**src/rtl/uparc_fetch_pkg.sv**
```systemverilog
// uparc_fetch_pkg: shared fetch-stage constants, state encoding and address helper
package uparc_fetch_pkg;
  localparam logic [31:0] NOP = 32'h0000_0000;
  typedef enum logic [2:0] {S_RESET, S_REQ, S_VALID, S_DRAIN, S_ERR} fetch_state_t;
  function automatic logic [31:0] word_align(input logic [31:0] a);
    return {a[31:2], 2'b00};
  endfunction
endpackage

```
**src/rtl/uparc_fetch_buf.sv**
```systemverilog
// uparc_fetch_buf: one-entry prefetch buffer (instr, pc, err) with flush
module uparc_fetch_buf
  import uparc_fetch_pkg::*;
(
  input  logic        clk,
  input  logic        nrst,
  input  logic        flush,
  input  logic        load,
  input  logic        pop,
  input  logic [31:0] d_instr,
  input  logic [31:0] d_pc,
  input  logic        d_err,
  output logic        valid,
  output logic [31:0] q_instr,
  output logic [31:0] q_pc,
  output logic        q_err
);
  always_ff @(posedge clk or negedge nrst)
    if (!nrst) begin
      valid <= 1'b0;
      q_instr <= NOP;
      q_pc <= 32'h0;
      q_err <= 1'b0;
    end else begin
      valid <= flush ? 1'b0 : load ? 1'b1 : pop ? 1'b0 : valid;
      if (load) begin
        q_instr <= d_instr;
        q_pc <= d_pc;
        q_err <= d_err;
      end
    end
endmodule

```
**src/rtl/uparc_fetch.sv**
```systemverilog
// uparc_fetch: instruction fetch stage, single-outstanding bus reads, jump/exception redirect.
// Define UPARC_FETCH_PREFETCH_EN to add a one-entry sequential prefetch for 1 instr/cycle.
module uparc_fetch
  import uparc_fetch_pkg::*;
#(
  parameter logic [31:0] BOOT_ADDR = 32'h0000_0000
) (
  input  logic        clk,
  input  logic        nrst,
  input  logic        i_exec_stall,
  input  logic        i_mem_stall,
  output logic        o_fetch_stall,
  input  logic        i_jump_valid,
  input  logic [31:0] i_jump_addr,
  input  logic        i_except_start,
  input  logic [31:0] i_except_addr,
  output logic        o_bus_error,
  output logic [31:0] o_instr,
  output logic [31:0] o_pc,
  output logic [31:0] o_IAddr,
  output logic        o_IRdC,
  input  logic [31:0] i_IData,
  input  logic        i_IRdy,
  input  logic        i_IErr
);
  fetch_state_t state;
  logic [31:0] npc;
  logic [31:0] tgt;
  logic redirect, consume, resp, ok, err;
  assign redirect = i_except_start || i_jump_valid;
  assign tgt = word_align(i_except_start ? i_except_addr : i_jump_addr);
  assign consume = !i_exec_stall && !i_mem_stall && !o_fetch_stall;
  assign resp = o_IRdC && i_IRdy;
  assign ok = resp && !i_IErr;
  assign err = resp && i_IErr;
`ifdef UPARC_FETCH_PREFETCH_EN
  localparam logic PF = 1'b1;
  logic buf_valid, buf_err, buf_load, buf_pop;
  logic [31:0] buf_instr, buf_pc;
  assign buf_load = state == S_VALID && resp && !redirect && !consume;
  assign buf_pop = state == S_VALID && consume && buf_valid && !redirect;
  uparc_fetch_buf u_buf (
    .clk(clk), .nrst(nrst), .flush(redirect), .load(buf_load), .pop(buf_pop),
    .d_instr(i_IData), .d_pc(npc), .d_err(i_IErr),
    .valid(buf_valid), .q_instr(buf_instr), .q_pc(buf_pc), .q_err(buf_err)
  );
`else
  localparam logic PF = 1'b0;
`endif
  always_ff @(posedge clk or negedge nrst)
    if (!nrst) begin
      state <= S_RESET;
      npc <= BOOT_ADDR;
      o_instr <= NOP;
      o_pc <= BOOT_ADDR;
      o_fetch_stall <= 1'b1;
      o_IRdC <= 1'b0;
      o_IAddr <= BOOT_ADDR;
      o_bus_error <= 1'b0;
    end else begin
      o_bus_error <= 1'b0;
      npc <= redirect ? tgt : (ok && state != S_DRAIN) ? npc + 32'd4 : npc;
      case (state)
        S_RESET: begin
          state <= S_REQ;
          o_IRdC <= 1'b1;
          o_IAddr <= redirect ? tgt : npc;
        end
        S_REQ:
          if (redirect) begin
            state <= i_IRdy ? S_REQ : S_DRAIN;
            if (i_IRdy) o_IAddr <= tgt;
          end else if (ok) begin
            state <= S_VALID;
            o_instr <= i_IData;
            o_pc <= npc;
            o_fetch_stall <= 1'b0;
            o_IRdC <= PF;
            o_IAddr <= npc + 32'd4;
          end else if (err) begin
            state <= S_ERR;
            o_bus_error <= 1'b1;
            o_pc <= npc;
            o_IRdC <= 1'b0;
          end
`ifdef UPARC_FETCH_PREFETCH_EN
        S_VALID:
          if (redirect) begin
            state <= (o_IRdC && !i_IRdy) ? S_DRAIN : S_REQ;
            o_fetch_stall <= 1'b1;
            o_IRdC <= 1'b1;
            if (!(o_IRdC && !i_IRdy)) o_IAddr <= tgt;
          end else if (consume && (buf_valid ? buf_err : err)) begin
            state <= S_ERR;
            o_bus_error <= 1'b1;
            o_pc <= buf_valid ? buf_pc : npc;
            o_fetch_stall <= 1'b1;
            o_IRdC <= 1'b0;
          end else if (consume && (buf_valid || ok)) begin
            o_instr <= buf_valid ? buf_instr : i_IData;
            o_pc <= buf_valid ? buf_pc : npc;
            o_IRdC <= 1'b1;
            o_IAddr <= buf_valid ? npc : npc + 32'd4;
          end else if (consume) begin
            state <= S_REQ;
            o_fetch_stall <= 1'b1;
          end else if (resp) o_IRdC <= 1'b0;
`else
        S_VALID:
          if (redirect || consume) begin
            state <= S_REQ;
            o_fetch_stall <= 1'b1;
            o_IRdC <= 1'b1;
            o_IAddr <= redirect ? tgt : npc;
          end
`endif
        S_DRAIN:
          if (i_IRdy) begin
            state <= S_REQ;
            o_IAddr <= redirect ? tgt : npc;
          end
        S_ERR:
          if (redirect) begin
            state <= S_REQ;
            o_IRdC <= 1'b1;
            o_IAddr <= tgt;
          end
        default: state <= S_RESET;
      endcase
    end
endmodule

```
**config.mk**
```make
export PLATFORM = sky130hd
export DESIGN_NAME = uparc_fetch
export DESIGN_NICKNAME = d
export VERILOG_FILES = /design/src/rtl/uparc_fetch_pkg.sv /design/src/rtl/uparc_fetch_buf.sv /design/src/rtl/uparc_fetch.sv
export SDC_FILE = /design/constraint.sdc
export NUM_CORES = 1
export LEC_CHECK = 0
export CORE_UTILIZATION = 30
export CTS_BUF_LIST = sky130_fd_sc_hd__clkbuf_4 sky130_fd_sc_hd__clkbuf_8
export CTS_CLUSTER_SIZE = 14
export DETAILED_ROUTE_END_ITERATION = 16
export GPL_TIMING_DRIVEN = 0
export SLEW_MARGIN = 5
export SYNTH_ARGS = -nofsm -noshare
export SYNTH_HDL_FRONTEND = slang
export SYNTH_HIERARCHICAL = 1
export SYNTH_SLANG_ARGS = --single-unit
```
**constraint.sdc**
```tcl
create_clock -name clk -period 3.65 [get_ports clk]
set_clock_uncertainty 0.15 [all_clocks]
set_input_delay 0.73 -clock clk [delete_from_list [all_inputs] [get_ports clk]]
set_output_delay 0.73 -clock clk [all_outputs]
set_load 0.02 [all_outputs]
```
==> impl_results.md <==
* Via count at 6651
* Die X at 159 um
* Commonest cells after routing, fill and taps aside: clkdlybuf4s50_1, dfrtp_1, nor2_1, mux2_2, nand2_1
* Core outline area at roughly 24000 um^2
* Footprint of the multi-input gates at 3720 um^2
* CP Class: in -> reg
* Slew headroom at approximately two fifths
* Crit Reg-Reg Startpoint: state[2]$_DFFE_PN0P_
* Non-filler cells, final at approximately 1300
* Worst-skew pair later-pin latency at approximately 460 ps
* Slew Limit Fails at 0
* TritonCTS Buffers at 17
* RSZ-0062 raised after global routing: no
* Sum Neg Setup Slack at 0 ps
* Worst path top cell family by delay: buffers and inverters
* Critical path capture point type: register
* Die area at between 20000 and 30000 um^2
* N_diodes at 0
* GRT Resource Usage Total at around a fifth
* Row cnt at between 50 and 60
* Leak at about 4.1 nW
* Fin. Hold Viols at 0
* Initial Util at between 30% and 40%
* Hold Buf Count CTS at 0
* Synthesized cell area at around 7400 um^2
* # resized after CTS at 0
* EDFF count, synth at 0
* Routability-driven placement congestion ratio at between 0.8 and 0.9
* Asr flop ratio synth at 100%
* Syn_nets at between 800 and 900
* Clk sinks at around 130
* Critical-path maximum fanout at 10
* Switching part of the total power at a little over a third
* Req. time, crit path at approximately 3900 ps
* Synth Flop Type: dfrtp_1
* First-pass GRT wire length at 38000 um
* FF+latch area at approximately 3400 um^2
* Max incr delay on CP at 700 ps
* CP max-delay cell: buf_1
* Setup repair bufs after CTS at 0
* Synth Instances at ~730
* Final nets at around 1100
* Arrival @ worst endpoint at 3370 ps
* DR vias/cell at 5.18
* Routed len/inst at ~19 um
* Internal power at 0.00426 W
* Power density over the cells at approximately 650 nW/um^2
* Post-Route WL at 24300 um
* Fillers at ~2400
* Area Growth Syn to Fin at 38.5%
* Post-route ant nets at 0
* Bufs and invs on worst path at 3
* MaxCap Viol Count at 0
* CTS Root Buffer Type: clkbuf_8
* Placed cell areas at roughly 10000 um^2
* Dpl hpwl at around 18000 um
* Gate power share at between 40% and 50%
* Clk pwr share at a little over a fifth
* H-tree depth at 4
* Commonest non-fill, non-tap cell in the layout: clkdlybuf4s50_1
* # setup viols final at 0
* Share of cells above drive strength 1 at between 10% and 20%
* Final Cell Area at 10300 um^2
* Worst hold-check path type: in -> async
* Number of port buffers at 197
* Yosys cell types at 65
* Peak supply drop at about 300 uV
* Worst slew pin tran at between 800 and 900 ps
* Register bit total from synthesis at 134
* Die height at 159 um
* Seq/Total Area, Yosys at a little under half
* Min Hold Slack at roughly 110 ps
* Net Sw Power at about 0.0024 W
* Initial antenna violation count at 0
* Vias in the first global route at approximately 6500
* Initial DRC count at 540
* CTS tree: done
* Clock tree buffer depth at 2
* Post-placement cell count at 1253
* IO Pins at about 200
* Grt ovf at 0
* Mean Syn Cell Area at 10.1 um^2
* CP cell instances: clkdlybuf4s50_1, nor2_2, clkbuf_1, buf_1, o21ai_0, a21oi_1
* Period minus WS final at 3140 ps
* Drt drc at 0
* Largest net degree at the start of global routing at 70
* CTS clock-pin slew for the worst setup and hold paths at 90 ps
* Worst Setup SP: i_jump_valid
* Status: finished, final reports clean
* Fmax at ~320 MHz
* Yosys warnings at 6
* First-pass DRT Iterations at 5
* Crit path launch type: input pin
* Reg power frac at between 30% and 40%
* Final Cycle Share at a little under nine tenths
## state kept, by name, summed over array words and instances (netlist names)
name and count:
npc 32, o_IAddr 32, o_IRdC 1, o_bus_error 1, o_fetch_stall 1, o_instr 32
o_pc 32, state 3
## path summary, 6_finish.rpt
| check | slack, ps | endpoint | cells after the start |
|---|---|---|---|
| setup / recovery | 510 | o_IAddr[12]$_DFFE_PN0P_ | 6 |
| hold / removal | 110 | o_pc[24]$_DFFE_PN0P_ | 1 |
| setup reg to reg | 860 | o_IAddr[3]$_DFFE_PN0P_ | 7 |
| hold reg to reg | 330 | o_IAddr[10]$_DFFE_PN0P_ | 2 |
| max in group asynchronous | 2390 | o_fetch_stall$_DFFE_PN1P_ | 2 |
| min in group clk | 330 | o_IAddr[10]$_DFFE_PN0P_ | 2 |
## cell type report
class	count	area share (%)
Clock buffer	17	2.28
Multi-Input combinational cell	523	36.2
Tap cell	324	3.94
Sequential cell	134	32.6
Timing Repair Buffer	198	19.5
Clock inverter	15	2.11
Inverter	5	0.183
Buffer	69	3.13
## per-stage QoR
| step | total power [W] | util, % | setup WS, ps |
|---|---|---|---|
| floorplan | 0.00385 | - | 1150 |
| global placement | 0.00529 | 40.3 | -4100 |
| detailed placement | 0.00532 | 40.4 | 73.6 |
| CTS | 0.00678 | 42.3 | 532 |
| global route | 0.00705 | 42.3 | 427 |
| finish | 0.00671 | 42.3 | 512 |
## cell usage after synthesis (4+ instances only)
cell,number,area (um^2)
xor2_1,10,87.6
and4_1,9,78.8
inv_1,5,18.8
a21boi_0,6,45.0
nor2b_1,5,31.3
xnor2_1,21,184
nor4_1,17,106
nand2_1,47,176
clkbuf_2,4,20.0
o21ai_0,35,175
mux2_4,30,450
mux2_2,48,541
a31oi_1,30,188
o31a_1,6,52.6
dfrtp_1,133,3330
nand4_1,8,50.1
a21oi_1,37,185
nor2_1,65,244
and2_1,6,37.5
nor3_1,16,80.1
a22oi_1,4,30.0
mux2i_1,30,300
buf_2,25,125
clkbuf_1,31,116
or3_1,4,25.0
a221oi_1,4,35.0
nand3_1,18,90.1
o211ai_1,4,30.0
buf_1,5,18.8
a21o_1,4,30.0
and3_1,14,87.6
## kinds of logic (layout without fill, tap and decap cells)
kind of cell | after synthesis | in the layout | share of synthesized area, %
simple gates | 231 | 231 | 16.0
compound gates | 152 | 152 | 13.0
flops | 134 | 134 | 45.2
mux | 108 | 108 | 17.4
buf+inv | 74 | 304 | 4.59
xor+xnor | 31 | 31 | 3.66
fa+ha+maj | 1 | 1 | 0.169
## power groups by stage
| stage | Combinational [W] | Sequential, W | Clock [W] |
|---|---|---|---|
| after detailed placement | 0.00297 | 0.00235 | 0 |
| after floorplan | 0.000965 | 0.00289 | 0 |
| after CTS | 0.00298 | 0.00233 | 0.00147 |
| final | 0.00296 | 0.00232 | 0.00143 |
| after global routing | 0.00313 | 0.00239 | 0.00153 |
| after global placement | 0.00295 | 0.00234 | 0 |
## per-layer routing
metal	vias up	track usage (%)	wire [um]
met4	0	4.98	290
met3	26	4.58	1730
met2	284	30.6	11200
met5	-	0	0
li1	3078	-	-
met1	3263	26.9	11100
Power figures use the tool's default switching activity.
